<file path="src/rtl/pcm_pkg.sv">
// Shared constants, defaults and types for the PCM serializer block.
package pcm_pkg;

  localparam int SAMPLE_W      = 16;
  localparam int BIT_IDX_W     = $clog2(SAMPLE_W);
  localparam int DEPTH_DEFAULT = 4;
  localparam int DIV_DEFAULT   = 2;

  typedef enum logic {
    IDLE  = 1'b0,
    SHIFT = 1'b1
  } ser_state_t;

  // Increment an 8-bit counter, holding at 255.
  function automatic logic [7:0] sat_inc8(input logic [7:0] v);
    return (v == 8'hFF) ? v : v + 8'd1;
  endfunction

endpackage

</file>
<file path="src/rtl/pcm_serializer_if.sv">
// Upstream sample push / serial PCM output bundle of the serializer.
interface pcm_serializer_if
  import pcm_pkg::*;
#(
  parameter int DEPTH = DEPTH_DEFAULT
);

  logic                     Push;
  logic [SAMPLE_W-1:0]      Din;
  logic                     ClrOvf;
  logic                     SerOut;
  logic                     FrameSync;
  logic                     SerValid;
  logic                     Overflow;
  logic [7:0]               DropCnt;
  logic [$clog2(DEPTH):0]   Level;

  // Sample source / status observer side.
  modport master (
    output Push, Din, ClrOvf,
    input  SerOut, FrameSync, SerValid, Overflow, DropCnt, Level
  );

  // Serializer side.
  modport slave (
    input  Push, Din, ClrOvf,
    output SerOut, FrameSync, SerValid, Overflow, DropCnt, Level
  );

endinterface

</file>
<file path="src/rtl/pcm_fifo.sv">
// Sample FIFO: power-of-two depth, wrapping pointers, head visible
// combinationally so the serializer can load it on the popping edge.
module pcm_fifo
  import pcm_pkg::*;
#(
  parameter  int DEPTH = DEPTH_DEFAULT,
  localparam int AW    = $clog2(DEPTH),
  localparam int LW    = AW + 1
) (
  input  logic                Clock,
  input  logic                Reset,
  input  logic                i_push,
  input  logic                i_pop,
  input  logic [SAMPLE_W-1:0] i_din,
  output logic [SAMPLE_W-1:0] o_head,
  output logic                o_full,
  output logic                o_empty,
  output logic [LW-1:0]       o_level
);

  logic [SAMPLE_W-1:0] r_mem [DEPTH];
  logic [AW-1:0]       r_wr_ptr;
  logic [AW-1:0]       r_rd_ptr;
  logic [LW-1:0]       r_level;
  logic                w_push_ok;
  logic                w_pop_ok;

  assign o_full    = (r_level == LW'(DEPTH));
  assign o_empty   = (r_level == '0);
  assign o_level   = r_level;
  assign o_head    = r_mem[r_rd_ptr];
  // A full FIFO still accepts a push when a pop frees the head slot.
  assign w_push_ok = i_push && (!o_full || i_pop);
  assign w_pop_ok  = i_pop && !o_empty;

  // Storage write; contents are don't-care after reset since pointers restart.
  always_ff @(posedge Clock) begin
    if (w_push_ok) begin
      r_mem[r_wr_ptr] <= i_din;
    end
  end

  // Pointer and occupancy bookkeeping.
  always_ff @(posedge Clock or negedge Reset) begin
    if (!Reset) begin
      r_wr_ptr <= '0;
      r_rd_ptr <= '0;
      r_level  <= '0;
    end else begin
      if (w_push_ok) begin
        r_wr_ptr <= r_wr_ptr + AW'(1);
      end
      if (w_pop_ok) begin
        r_rd_ptr <= r_rd_ptr + AW'(1);
      end
      case ({w_push_ok, w_pop_ok})
        2'b10:   r_level <= r_level + LW'(1);
        2'b01:   r_level <= r_level - LW'(1);
        default: r_level <= r_level;
      endcase
    end
  end

endmodule

</file>
<file path="src/rtl/pcm_serializer.sv">
// Buffers 16-bit filter samples and shifts them out MSB first, DIV clocks
// per bit, with back-to-back words and overflow accounting.
module pcm_serializer
  import pcm_pkg::*;
#(
  parameter int DEPTH = DEPTH_DEFAULT,
  parameter int DIV   = DIV_DEFAULT
) (
  input logic              Clock,
  input logic              Reset,
  pcm_serializer_if.slave  bus
);

  localparam int            LW       = $clog2(DEPTH) + 1;
  localparam int            CW       = (DIV > 1) ? $clog2(DIV) : 1;
  localparam logic [CW-1:0] DIV_LAST = CW'(DIV - 1);

  ser_state_t           r_state, w_state_next;
  logic [SAMPLE_W-1:0]  r_shreg, w_shreg_next;
  logic [BIT_IDX_W-1:0] r_bit_idx, w_bit_idx_next;
  logic [CW-1:0]        r_div_cnt, w_div_cnt_next;
  logic                 w_pop;
  logic                 w_full;
  logic                 w_empty;
  logic                 w_drop;
  logic [SAMPLE_W-1:0]  w_head;
  logic [LW-1:0]        w_level;
  logic                 r_overflow;
  logic [7:0]           r_drop_cnt;

  pcm_fifo #(
    .DEPTH (DEPTH)
  ) u_fifo (
    .Clock   (Clock),
    .Reset   (Reset),
    .i_push  (bus.Push),
    .i_pop   (w_pop),
    .i_din   (bus.Din),
    .o_head  (w_head),
    .o_full  (w_full),
    .o_empty (w_empty),
    .o_level (w_level)
  );

  // A sample is lost only when full and the serializer is not freeing a slot.
  assign w_drop = bus.Push && w_full && !w_pop;

  // Serializer state register.
  always_ff @(posedge Clock or negedge Reset) begin
    if (!Reset) begin
      r_state   <= IDLE;
      r_shreg   <= '0;
      r_bit_idx <= '0;
      r_div_cnt <= '0;
    end else begin
      r_state   <= w_state_next;
      r_shreg   <= w_shreg_next;
      r_bit_idx <= w_bit_idx_next;
      r_div_cnt <= w_div_cnt_next;
    end
  end

  // Next-state: load a word from idle or straight after bit 0, else count bits.
  always_comb begin
    w_state_next   = r_state;
    w_shreg_next   = r_shreg;
    w_bit_idx_next = r_bit_idx;
    w_div_cnt_next = r_div_cnt;
    w_pop          = 1'b0;
    case (r_state)
      IDLE: begin
        if (!w_empty) begin
          w_pop          = 1'b1;
          w_shreg_next   = w_head;
          w_bit_idx_next = BIT_IDX_W'(SAMPLE_W - 1);
          w_div_cnt_next = '0;
          w_state_next   = SHIFT;
        end
      end
      SHIFT: begin
        if (r_div_cnt == DIV_LAST) begin
          w_div_cnt_next = '0;
          if (r_bit_idx == '0) begin
            if (!w_empty) begin
              w_pop          = 1'b1;
              w_shreg_next   = w_head;
              w_bit_idx_next = BIT_IDX_W'(SAMPLE_W - 1);
            end else begin
              w_state_next = IDLE;
            end
          end else begin
            w_bit_idx_next = r_bit_idx - BIT_IDX_W'(1);
          end
        end else begin
          w_div_cnt_next = r_div_cnt + CW'(1);
        end
      end
      default: w_state_next = IDLE;
    endcase
  end

  // Sticky overflow and saturating drop count; a drop beats a same-edge clear.
  always_ff @(posedge Clock or negedge Reset) begin
    if (!Reset) begin
      r_overflow <= 1'b0;
      r_drop_cnt <= '0;
    end else if (w_drop) begin
      r_overflow <= 1'b1;
      r_drop_cnt <= bus.ClrOvf ? 8'd1 : sat_inc8(r_drop_cnt);
    end else if (bus.ClrOvf) begin
      r_overflow <= 1'b0;
      r_drop_cnt <= '0;
    end
  end

  // Outputs decode from registers only, so reset clears them at once.
  assign bus.SerValid  = (r_state == SHIFT);
  assign bus.SerOut    = (r_state == SHIFT) && r_shreg[r_bit_idx];
  assign bus.FrameSync = (r_state == SHIFT) && (r_bit_idx == BIT_IDX_W'(SAMPLE_W - 1));
  assign bus.Overflow  = r_overflow;
  assign bus.DropCnt   = r_drop_cnt;
  assign bus.Level     = w_level;

endmodule

</file>
<file path="src/flat_wrapper.sv">
// flat-port wrapper written by rule: the top's interface ports become plain ports
module pcm_serializer_flat import pcm_pkg::*;
#(
  parameter int DEPTH = DEPTH_DEFAULT,
  parameter int DIV   = DIV_DEFAULT
)
  (Clock, Reset, bus_Push, bus_Din, bus_ClrOvf, bus_SerOut, bus_FrameSync, bus_SerValid, bus_Overflow, bus_DropCnt, bus_Level);
  pcm_serializer_if #(.DEPTH(DEPTH)) bus_i ();
  input logic Clock;
  input logic Reset;
  input wire logic [$bits(bus_i.Push)-1:0] bus_Push;
  input wire logic [$bits(bus_i.Din)-1:0] bus_Din;
  input wire logic [$bits(bus_i.ClrOvf)-1:0] bus_ClrOvf;
  output wire logic [$bits(bus_i.SerOut)-1:0] bus_SerOut;
  output wire logic [$bits(bus_i.FrameSync)-1:0] bus_FrameSync;
  output wire logic [$bits(bus_i.SerValid)-1:0] bus_SerValid;
  output wire logic [$bits(bus_i.Overflow)-1:0] bus_Overflow;
  output wire logic [$bits(bus_i.DropCnt)-1:0] bus_DropCnt;
  output wire logic [$bits(bus_i.Level)-1:0] bus_Level;
  assign bus_i.Push = bus_Push;
  assign bus_i.Din = bus_Din;
  assign bus_i.ClrOvf = bus_ClrOvf;
  assign bus_SerOut = bus_i.SerOut;
  assign bus_FrameSync = bus_i.FrameSync;
  assign bus_SerValid = bus_i.SerValid;
  assign bus_Overflow = bus_i.Overflow;
  assign bus_DropCnt = bus_i.DropCnt;
  assign bus_Level = bus_i.Level;
  pcm_serializer #(.DEPTH(DEPTH), .DIV(DIV)) u_core (.Clock(Clock), .Reset(Reset), .bus(bus_i));
endmodule
</file>
<file path="config.mk">
export PLATFORM = sky130hd
export DESIGN_NAME = pcm_serializer_flat
export DESIGN_NICKNAME = d
export VERILOG_FILES = /design/src/rtl/pcm_pkg.sv /design/src/rtl/pcm_serializer_if.sv /design/src/rtl/pcm_fifo.sv /design/src/rtl/pcm_serializer.sv /design/src/flat_wrapper.sv
export SDC_FILE = /design/constraint.sdc
export NUM_CORES = 1
export LEC_CHECK = 0
export BUFFER_PORTS_ARGS = -buffer_cell sky130_fd_sc_hd__buf_2
export CORE_ASPECT_RATIO = 1.5
export CORE_UTILIZATION = 53
export DETAILED_ROUTE_END_ITERATION = 8
export GPL_TIMING_DRIVEN = 0
export MAX_ROUTING_LAYER = met4
export PLACE_DENSITY_LB_ADDON = 0.1
export REMOVE_ABC_BUFFERS = 1
export SYNTH_ARGS = -nofsm -noshare
export SYNTH_HDL_FRONTEND = slang
export SYNTH_SLANG_ARGS = --single-unit
</file>
<file path="constraint.sdc">
create_clock -name Clock -period 2.6 [get_ports Clock]
set_clock_uncertainty 0.2 [all_clocks]
set_input_delay 0.26 -clock Clock [delete_from_list [all_inputs] [get_ports Clock]]
set_output_delay 0.26 -clock Clock [all_outputs]
set_load 0.03 [all_outputs]
</file>
### Word-level counts from Yosys, hierarchy flattened

Memories as Yosys holds them, arrays and structs flattened.
Index checks and enable logic that the tools add are counted.
W data, S select, Z words.

| operators by class | value |
|---|---|
| bitwise gates (word level) | 1 |
| eq/ne operators | 9 |
| $mul | 0 |
| div/mod/pow operators | 0 |
| $lt $le $gt $ge | 1 |
| add/sub/neg operators | 7 |
| reduce and logical (&&, ||, !) cells | 16 |
| shifts and indexed selects | 0 |
| multiplexer cells | 29 |

Operators by type and width:

| cell | count |
|---|---|
| $mux W16 | 3 |
| $mux W8 | 4 |
| $pmux W16 S2 | 1 |
| $mux W1 | 12 |
| $mux W4 | 3 |
| $add A8 B1 Y8 const B | 1 |
| $eq A8 B8 Y1 const B | 1 |
| $ne A2 B2 Y1 const B | 4 |
| $pmux W4 S2 | 1 |
| $logic_and A1 B1 Y1 | 6 |
| $pmux W1 S2 | 3 |
| $pmux W3 S2 | 1 |
| $lt A4 B5 Y1 const B | 1 |
| $add A2 B1 Y2 const B | 2 |
| $bmux W1 S4 | 1 |
| $eq A4 B4 Y1 const B | 1 |
| $logic_not A4 Y1 | 1 |
| $reduce_and A2 Y1 | 2 |
| $reduce_bool A2 Y1 | 2 |
| $sub A4 B1 Y4 const B | 1 |
| $add A3 B1 Y3 const B | 1 |
| $eq A3 B3 Y1 const B | 1 |
| $logic_not A1 Y1 | 3 |
| $logic_not A3 Y1 | 1 |
| other kinds (6) | 6 |

| storage, ports and cells | value |
|---|---|
| bits in writable memories | 64 |
| bits in registers | 38 |
| output and inout bits | 15 |
| memories | 1 |
| latch bits | 0 |
| ROM bits | 0 |
| input bits | 20 |
| logic and storage cells | 73 |

Memory list:

| memory | words | bits a word | rd ports | clocked after Yosys merged registers in | write ports | line | RTL |
|---|---|---|---|---|---|---|---|
| u_core.u_fifo.r_mem | 4 | 16 | 1 | 0 | 1 | pcm_fifo.sv:21 | `logic [SAMPLE_W-1:0] r_mem [DEPTH];` |

### Logic depth before layout (Yosys ltp)

| depth | value |
|---|---|
| depth in word-level cells | 9 |
| gate-level depth with buffers | 13 |
| mapped depth without buffers | 12 |

### Cells and area by module

Synthesis repeated with hierarchy kept, for this count alone.

| unflattened totals | value |
|---|---|
| cell total of the unflattened synthesis | 269 |
| area total of the unflattened synthesis | 4371.7 um2 |

By module, submodules not included:

| module | seq. area each (um2) | cells each | area an instance (um2) | instances |
|---|---|---|---|---|
| pcm_fifo | 2097.0 | 122 | 2741.4 | 1 |
| pcm_serializer | 775.7 | 147 | 1630.3 | 1 |

### Least setup slack after synthesis

Ideal clock, no wire load.

| timing | value |
|---|---|
| path type | flip-flop to flip-flop |
| start | reg u_core.r_bit_idx[0] |
| end | reg u_core.u_fifo.r_level[2] (netlist: u_core.u_fifo.o_level[2]) |
| clock period less this slack | 2.736 ns |
| setup time | 0.080 ns |
| buffers on the path | 2 |
| slack | -0.136 ns |
| arrival time | 2.455 ns |
| required time | 2.320 ns |
| cell stages (with the launch flop) | 13 |
| path through | dfrtp_1 buf_2 inv_1 ha_1 nand4bb_1 a21oi_1 buf_2 ha_1 inv_1 fa_1 xor2_1 nor2_1 xor2_1 |

| on the way | value |
|---|---|
| elaborated cells on any way between the ends | 11 |
| those cells by class | eq/ne: 2; mux: 4; reduce/logical: 5 |

RTL lines:

| what | line | RTL |
|---|---|---|
| start, declared | pcm_serializer.sv:20 | `logic [BIT_IDX_W-1:0] r_bit_idx, w_bit_idx_next;` |
| start signal, assigned | pcm_serializer.sv:58 | `r_bit_idx <= w_bit_idx_next;` |
| $logic_not A4 Y1 (*) | pcm_serializer.sv:83 | `if (r_bit_idx == '0) begin` |
| $mux W1 (*) | pcm_serializer.sv:83 |  |
| $mux W1 (*) | pcm_serializer.sv:81 | `if (r_div_cnt == DIV_LAST) begin` |
| $pmux W1 S2 (*) | pcm_serializer.sv:70 | `case (r_state)` |
| $logic_and A1 B1 Y1 (*) | pcm_fifo.sv:34 | `assign w_pop_ok = i_pop && !o_empty;` |
| via u_core.u_fifo.w_pop_ok | pcm_fifo.sv:26 | `logic w_pop_ok;` |
| $eq A2 B1 Y1 / $eq A2 B2 Y1 (equally long branches) | pcm_fifo.sv:56 | `case ({w_push_ok, w_pop_ok})` |
| $pmux W3 S2 / $reduce_bool A2 Y1 (equally long branches) | - |  |
| end signal, assigned | pcm_fifo.sv:57 | `2'b10: r_level <= r_level + LW'(1);` |
| end signal, assigned | pcm_fifo.sv:58 | `2'b01: r_level <= r_level - LW'(1);` |
| end signal, assigned | pcm_fifo.sv:59 | `default: r_level <= r_level;` |
| end, declared | pcm_fifo.sv:24 | `logic [LW-1:0] r_level;` |

Mark *: on every way through the listed nets, which the timed path passes. The rest lies on a longest branch.
A chain may end at the register's enable or synchronous reset.

### Worst setup path in the final report

| timing | value |
|---|---|
| start | reg u_core.r_bit_idx[0] |
| end | out bus_SerOut |

| on the way | value |
|---|---|
| cells in the longest elaborated chain, start to end | 3 |

Ends and longest elaborated chain:

| what | line | RTL |
|---|---|---|
| $bmux W1 S4 | pcm_serializer.sv:118 | `assign bus.SerOut = (r_state == SHIFT) && r_shreg[r_bit_idx];` |
| $mux W1 (not written as such) | pcm_serializer.sv:118 |  |
| $logic_and A1 B1 Y1 | pcm_serializer.sv:118 |  |
| end, declared | flat_wrapper.sv:14 | `output wire logic [$bits(bus_i.SerOut)-1:0] bus_SerOut;` |

No other way between the ends. The select of a mux whose other input is x is not followed.

==> summary.txt <==
Power
  – Pleak: 1.944 nW
  – VDD IR-drop max: 0.6666 mV
  – PwrDens: 1070 nW/um^2

Clocking
  – CTS clock-pin slew for the worst setup and hold paths: 60 ps
  – Root Buffer: clkbuf_16
  – CTS tree: built
  – H-tree Lvls: 3
  – Num CTS Buffers: 9
  – Clk sinks: 102
  – Clock buffer depth: 2
  – Worst skew pair latency: 340 ps

Synth
  – Yosys top cell by area: edfxtp_1
  – Number of synthesized register bits: 102
  – Post-synth EDFFs: 64
  – Top_reg_cell synth: edfxtp_1
  – Count of cell types in the netlist: 44
  – Async SR Flop Fraction: 37.25%
  – Post-synthesis cell area: 4308 um^2
  – Syn Inst Count: 255
  – Seq/Total Area, Yosys: 66.69%
  – Synth top area share: 44.61%
  – Synth top area cells: edfxtp_1 (45%), dfrtp_1 (22%), mux4_2 (9.4%), mux2_2 (5.0%), ha_1 (2.6%)
  – Syn Area/Cell: 16.89 um^2
  – Yosys warning count: 0

Global route
  – First-pass GRT wire length: 11.51 mm
  – Vias in the first global route: 2353
  – All-Layer GR Usage: 19.90%
  – Largest net degree at the start of global routing: 39
  – Initial antenna violation count: 0
  – GRT overflow: 0

Finish
  – Footprint of the multi-input gates: 1369 um^2
  – Layout cell share with drive strength beyond 1: 32.28%
  – Syn-to-layout area delta: 18.33%
  – Final Cell Area: 5097 um^2
  – Seq. cell area: 2878 um^2
  – Final Util: 65.70%
  – Fillers: 536
  – Fin nets: 342
  – Antenna Cells: 0

Drt
  – Detail Route Antenna Nets: 0
  – Top Layer Used: met4
  – Total wire length: 7.244 mm
  – Via/cell ratio: 5.581
  – DRC Markers: 0
  – Iteration-0 DRC Markers: 161
  – Met2 wire len: 3.827 mm
  – Met3 WL: 197 um
  – Vias: 2333
  – Drt first pass iters: 6
  – Wire per inst: 17.33 um
  – Met1 WL: 3.052 mm

Floorplanning
  – Die area: 8500 um^2
  – Initial core utilization: 55.52%
  – Std cell rows: 39
  – Core Box Area: 7759 um^2
  – Die width: 75.61 um
  – IO Pins: 35
  – Die Y: 112.4 um

Placement
  – Input/output buffers: 34
  – Worst Setup Slack post-DPL: -430.3 ps
  – Hpwl dp: 4.417 mm
  – Placed Area: 4569 um^2
  – Final Wtd Congestion: 0.7653

STA
  – Fin crit period: 2501 ps
  – Fmax: 399.8 MHz
  – Finish-stage setup viols: 0
  – Rel. slew slack: 25.76%
  – Tcrit/Tclk final: 96.19%
  – Final setup margin: 98.94 ps
  – RSZ-0062 raised after global routing: false
  – Worst Tran Pin Value: 1114 ps
  – Hold_ws: 127.0 ps
  – Final hold vios: 0
  – Final slew viol count: 0

Critical path
  – Critical path required time: 2140 ps
  – CP max FO: 7
  – CP Launch Type: flop
  – Arr. time, crit path: 2040 ps
  – Worst Path Class, Setup: reg2out
  – CP endpoint kind: primary output

Job
  – Max Cap Viol: 0

Status
  – Run status: complete, no violations

Min path
  – Worst Hold Class: in2reg
## state kept, by name, summed over array words and instances (netlist names)
signal,count
u_core.bus.SerValid,1
u_core.r_shreg,16
u_core.u_fifo.r_mem,64
u_core.u_fifo.r_rd_ptr,2
u_core.bus.Overflow,1
u_core.u_fifo.r_wr_ptr,2
u_core.u_fifo.o_level,3
u_core.r_bit_idx,4
u_core.bus.DropCnt,8
u_core.r_div_cnt,1
## power by group
group          total, W  switching [W]  internal [W]
registers       0.00255       0.000353       0.00220
clock network   0.00130       0.000539      0.000765
logic           0.00160       0.000745      0.000851
## cell families after synthesis
family | count (synthesis) | share of synthesized area, %
adders and majority gates | 10 | 3.079
and+or+nand+nor | 45 | 6.390
xor gates and xnor gates | 7 | 1.423
AOI/OAI and AO/OA | 26 | 4.473
buffers and inverters | 23 | 2.411
muxes | 42 | 15.54
DFF | 102 | 66.69
## final timing paths
path	slack, ps	start	end	cells after the start
setup / recovery	100	u_core.r_bit_idx[0]	bus_SerOut	6
hold / removal	130	bus_Push	u_core.u_fifo.r_wr_ptr[0]	3
setup reg to reg	190	u_core.u_fifo.o_level[0]	u_core.u_fifo.o_level[2]	10
hold reg to reg	310	u_core.r_shreg[4]	u_core.r_shreg[4]	1
max in group asynchronous	1250	Reset	u_core.r_bit_idx[2]	2
min in group asynchronous	360	Reset	u_core.bus.DropCnt[0]	2
## final cells by class
type                    instances  area share [%]
multi-input cells             130           26.85
inverters                      13          0.9573
repair buffers                 56           7.658
clock buffers                  13           4.909
flip-flops and latches        102           56.46
clock inverters                 2          0.6627
well taps                     102           2.504
## metrics by stage
stage	setup TNS, ps	power [W]	std cells
3_3_place_gp	-34040	0.004056	381
6_report	0	0.005454	418
2_1_floorplan	-5692	0.003647	245
3_5_place_dp	-14250	0.004105	382
5_1_grt	0	0.005757	418
4_1_cts	0	0.005467	418
## cell usage after synthesis (2+ instances only)
library cell / number
mux2_2: 19
a21oi_1: 4
xor2_1: 3
or3_1: 2
o22a_1: 2
inv_1: 13
buf_2: 5
o21ai_0: 4
and3_1: 5
ha_1: 9
o41ai_1: 2
buf_4: 3
xnor2_1: 4
edfxtp_1: 64
o311ai_0: 3
o31ai_1: 2
nand4_1: 2
nand2_1: 12
nor2_1: 4
and4_1: 2
nor3_1: 2
clkbuf_1: 2
mux4_2: 18
nand3_1: 4
a2bb2oi_1: 2
dfrtp_1: 38
mux2i_1: 5
or4_1: 2
nand2b_1: 3
## critical path, cell delays in order (launching register included)
cell and delay [ps]:
dfrtp_2 410, buf_4 180, mux4_2 330, o22ai_1 80, a311o_1 340, a21boi_1 180, buf_4 190
## per-layer routing
layer / track usage (%) / vias up
met2: 32.62 / 44
met1: 22.65 / 1175
met4: 10.00 / 0
met3: 4.039 / 12
li1: - / 1102
met5: - / -
## repair_timing
| item | CTS | global route |
|---|---|---|
| gates resized for setup | 6 | 9 |
| pin swaps | 1 | 0 |
| setup endpoints to repair | 66 | 35 |
| buffers inserted | 3 | 0 |
| endpoints found under the hold margin | 105 | 0 |
| hold buffers | 18 | 0 |
| gates cloned | 0 | 0 |
## cells in the final DEF, fill, tap and decap left out, types with 5 or more instances in the layout
cell and instances:
dlygate4sd3_1 18, mux4_2 18, edfxtp_1 64, buf_2 33
ha_1 8, dfrtp_1 34, nand2_1 11, mux2_2 19
mux2i_1 5, clkbuf_16 9, inv_1 12
Note: power is estimated with default switching activity, not from simulation.
